[config.mk]
export PLATFORM = sky130hd
export DESIGN_NAME = modn_down_counter
export DESIGN_NICKNAME = d
export VERILOG_FILES = /design/src/rtl/modn_down_counter_pkg.sv /design/src/rtl/modn_down_counter_tff_cell.sv /design/src/rtl/modn_down_counter.sv
export SDC_FILE = /design/constraint.sdc
export NUM_CORES = 1
export LEC_CHECK = 0
export ABC_AREA = 0
export BUFFER_PORTS_ARGS = -buffer_cell sky130_fd_sc_hd__buf_2
export CAP_MARGIN = 10
export CORE_AREA = 8 8 45 47
export DETAILED_ROUTE_END_ITERATION = 10
export DIE_AREA = 0 0 53 55
export SYNTH_ARGS = -nofsm -noshare
export SYNTH_HDL_FRONTEND = slang
export SYNTH_HIERARCHICAL = 1
export SYNTH_SLANG_ARGS = --single-unit
export TNS_END_PERCENT = 10
[constraint.sdc]
create_clock -name Clock -period 1.55 [get_ports Clock]
set_clock_uncertainty 0.15 [all_clocks]
set_input_delay 0.465 -clock Clock [delete_from_list [all_inputs] [get_ports Clock]]
set_output_delay 0.465 -clock Clock [all_outputs]
set_load 0.01 [all_outputs]
[src/rtl/modn_down_counter_pkg.sv]
// Shared constants and helpers for the modulo-N down counter.
package modn_down_counter_pkg;

  localparam int unsigned DEFAULT_N = 5;

  // Number of bits needed to hold the values 0..n-1, i.e. ceil(log2(n)).
  function automatic int unsigned count_width(input int unsigned n);
    int unsigned w;
    w = 0;
    for (int unsigned i = 0; i < 32; i++) begin
      if ((32'd1 << i) < n) w = i + 1;
    end
    return w;
  endfunction

endpackage

[src/rtl/modn_down_counter_tff_cell.sv]
// Single toggle flip-flop with asynchronous active-high clear.
module tff_cell (
  input  logic T,
  input  logic Clock,
  input  logic Reset,
  output logic Out
);

  logic out_q;

  // Flip the stored bit on every edge where T is set.
  always_ff @(posedge Clock or posedge Reset) begin
    if (Reset) begin
      out_q <= 1'b0;
    end else if (T) begin
      out_q <= ~out_q;
    end
  end

  assign Out = out_q;

endmodule

[src/rtl/modn_down_counter.sv]
// Cascadable modulo-N down counter built from per-bit toggle cells.
module modn_down_counter
  import modn_down_counter_pkg::*;
#(
  parameter int unsigned N = DEFAULT_N,
  parameter int unsigned W = count_width(N)
) (
  input  logic         Clock,
  input  logic         Reset,
  input  logic         En,
  input  logic         Load,
  input  logic [W-1:0] D,
  output logic [W-1:0] Y,
  output logic         Borrow,
  output logic         Tc
);

  localparam logic [W-1:0] MAX_VAL = W'(N - 1);

  // Reject unsupported moduli and a width that does not match the modulus.
  if ((N < 2) || (N > 256) || (W != count_width(N))) begin : g_bad_cfg
    $error("modn_down_counter: illegal N/W combination");
  end

  logic [W-1:0] y_q;
  logic [W-1:0] y_d;
  logic [W-1:0] t;
  logic         tc_q;
  logic         tc_d;

  // Next count by priority: clamped load, wrap, decrement, illegal-state recovery, hold.
  always_comb begin
    y_d  = y_q;
    tc_d = 1'b0;
    if (Load) begin
      y_d = (D > MAX_VAL) ? MAX_VAL : D;
    end else if (En) begin
      if (y_q == '0) begin
        y_d  = MAX_VAL;
        tc_d = 1'b1;
      end else if (y_q > MAX_VAL) begin
        y_d = MAX_VAL;
      end else begin
        y_d = y_q - W'(1);
      end
    end
  end

  // Toggle exactly the bits that differ between current and next count.
  assign t = y_q ^ y_d;

  for (genvar i = 0; i < int'(W); i++) begin : g_bit
    tff_cell u_tff (
      .T     (t[i]),
      .Clock (Clock),
      .Reset (Reset),
      .Out   (y_q[i])
    );
  end

  // One-cycle terminal-count pulse following each wrap edge.
  always_ff @(posedge Clock or posedge Reset) begin
    if (Reset) begin
      tc_q <= 1'b0;
    end else begin
      tc_q <= tc_d;
    end
  end

  assign Y      = y_q;
  assign Tc     = tc_q;
  assign Borrow = En & (y_q == '0);

endmodule
==> results by group <==
Power and ir drop
  • Switching pwr: 427 uW
  • Pwr Density: 2090 nW/um^2
  • Combinational Power Share: 70.2%
  • Clock share of power: 12.8%
  • Flop pwr share: 17.0%
  • LEAKAGE: 0.000271 uW
  • Switching Fraction: 37.8%
  • Internal power: 703 uW
  • Peak supply drop: 0.492 mV

Critical path
  • CP max FO: 2
  • Critical path data required time: 0.93 ns
  • Worst R2R Path Depth: 8
  • Crit path from: g_bit[0].u_tff/Out
  • CP endpoint kind: output pin
  • Reg-to-Reg End: g_bit[1].u_tff/Out
  • Startpoint types: flip-flop
  • R2r setup slk: -0.10 ns
  • CP arrival: 1.21 ns
  • CP Class: reg2out
  • Reg2reg start: g_bit[0].u_tff/Out

Placed design
  • I/O Buffers: 11
  • GP Congestion: 0.710
  • Dpl ws: -0.0888 ns
  • Detail Placement HPWL: 616 um
  • Placed insts: 67
  • Placed cell areas: 460 um^2

CTS
  • Clk sink count: 4
  • H-Tree Depth: 1
  • CTS Buffer Depth: 2
  • Clock Root Buffer: clkbuf_4
  • Skew-Pair Late Insertion Delay: 0.24 ns
  • Clk pin slew, worst setup/hold paths: 0.04 ns
  • CTS Buf Count: 3
  • CTS tree: built

Global routing
  • Largest net degree at the start of global routing: 6
  • Initial antenna violation count: 0
  • First-pass GRT wire length: 1210 um
  • GRT Total Usage: 5.58%
  • Overflow after GRT: 0
  • Number of global-route vias before repair: 318

Layout
  • Fraction of layout cells with a size suffix above 1: 52.5%
  • Finished Layout Cells: 75
  • FILL cells: 146
  • Post-route cell area: 542 um^2
  • NumNets Final: 70
  • Multi-input gate area: 225 um^2
  • Diode count: 0
  • Area Overhead vs Synth: 67.2%
  • FF+latch area: 103 um^2
  • Final design utilization: 39.2%

Outcome
  • Failing checks: negative setup slack
  • Status: finished, violations left

Flow run
  • Max-cap violations: 0

STA
  • Setup TNS: -0.406 ns
  • RSZ-0062 raised after global routing: true
  • Period utilisation layout: 118%
  • Setup Viol. Count Final: 4
  • Post-route worst setup slack: -0.272 ns
  • Worst slew pin tran: 0.192 ns
  • Rel. slew slack: 87.1%
  • Post-layout minimum cycle time: 1.82 ns
  • Fin. max-slew vios: 0
  • F_max: 549 MHz
  • Final Hold Viols: 0

Yosys
  • Synth cell types: 14
  • Post-Syn Nets: 46
  • Ys flop type: dfrtp_1
  • Synth top area cells: dfrtp_1 31%, xor2_1 14%, ha_1 12%
  • Number of synthesized register bits: 4
  • EDFF count, synth: 0
  • Post-synthesis sequential area ratio: 30.9%
  • Synth top area share: 30.9%
  • Mapped Area: 324 um^2
  • Post-synthesis cell count: 36
  • Syn Area/Cell: 9.00 um^2
  • Area leader, netlist: dfrtp_1
  • Synthesis warning total: 6
  • Post-synth ARST share: 100%

Detailed routing
  • DR WL met3: 92 um
  • Top sig layer: met4
  • WL met2: 377 um
  • Via/cell ratio: 4.00
  • Drt pass-1 iters: 1
  • Metal-1 WL: 262 um
  • Wire per inst: 10.0 um
  • Final ANT Viol Nets: 0
  • DRC Markers: 0
  • Vias: 300
  • DR iter-0 viols: 0
  • Drt total wl: 750 um

Hold path
  • Min-delay src: Load
  • Hold Path Depth: 3
  • Hold Path End: g_bit[1].u_tff/Out
  • Hold Crit Class: in2reg

Floorplan
  • Rows: 14
  • I/O pins: 12
  • Die area: 2920 um^2
  • Die X: 53 um
  • DIE HEIGHT: 55 um
  • Initial Utilization: 23.4%
  • Core area: 1380 um^2
[Yosys cell counts (all sizes together) (2+ instances only)]
master	count
nor2b	2
ha	3
nor2	2
xor2	5
xnor2	3
o21ai	2
inv	9
dfrtp	4
[routing by layer]
metal  GRT usage (%)  vias up
met2            10.5       11
met3            1.87        2
met4            5.17        0
met1            4.41      134
li1                -      153
met5               0        -
[worst max-delay path by stage]
stage	end	cells past startpoint
floorplan	g_bit[1].u_tff/Out	8
global placement	Borrow	5
detailed placement	Borrow	5
CTS	Borrow	5
global route	Borrow	5
finish	Borrow	5
[layout by cell type (no fill, tap or decap), types with 2 or more instances in the layout]
| cell type | count |
|---|---|
| buf_6 | 3 |
| clkbuf_4 | 3 |
| nor2b_1 | 2 |
| xor2_1 | 5 |
| dfrtp_1 | 2 |
| dfrtp_2 | 2 |
| xnor2_1 | 3 |
| nor2_1 | 2 |
| buf_4 | 6 |
| ha_4 | 2 |
| inv_2 | 2 |
| buf_2 | 9 |
| inv_1 | 7 |
[kinds of logic after synthesis]
group                    synth area share, %
adder cells (fa/ha/maj)                 11.6
flip-flops                              30.9
buffers and inverters                   10.4
XOR/XNOR                                21.6
AO/OA/AOI/OAI                           7.72
AND/OR/NAND/NOR                         14.7
multiplexers                            3.09
[per-stage QoR]
stage / hold WS, ns / total power, uW
after floorplan: 0.0437 / 650
after global placement: 0.184 / 850
after detailed placement: 0.190 / 864
after CTS: 0.407 / 1070
after global routing: 0.441 / 1230
final: 0.421 / 1130
[registers in the layout, indices dropped and copies added, names as in the netlist]
signal           cells
g_bit.u_tff/Out      3
Tc                   1
[cell type report]
class	instances	share of cell area (%)
Multi-Input combinational cell	23	41.6
Timing Repair Buffer	19	24.7
Tap cell	16	3.70
Inverter	9	6.24
Sequential cell	4	18.9
Clock buffer	4	4.85
[repair_timing]
item                                    4_1_cts  5_1_grt
endpoints found under the hold margin         4        0
cloned                                        0        0
gates resized for setup                       2        3
endpoints found under the setup margin        6        7
hold buffers                                  1        0
buffers inserted                              2        1
pin swaps                                     3        0
[worst max-delay path, stage by stage (launching register included)]
cell and delay (ns):
dfrtp_2 0.37, inv_2 0.05, ha_4 0.16, ha_4 0.15, and2_4 0.13, buf_6 0.11
[power groups by stage]
stage / combinational [uW] / clock (uW) / sequential (uW)
floorplan: 406 / 0 / 245
global placement: 659 / 0 / 191
detailed placement: 676 / 0 / 189
CTS: 725 / 152 / 189
global route: 871 / 157 / 198
finish: 794 / 144 / 192
Note: power is estimated with default switching activity, not from simulation.
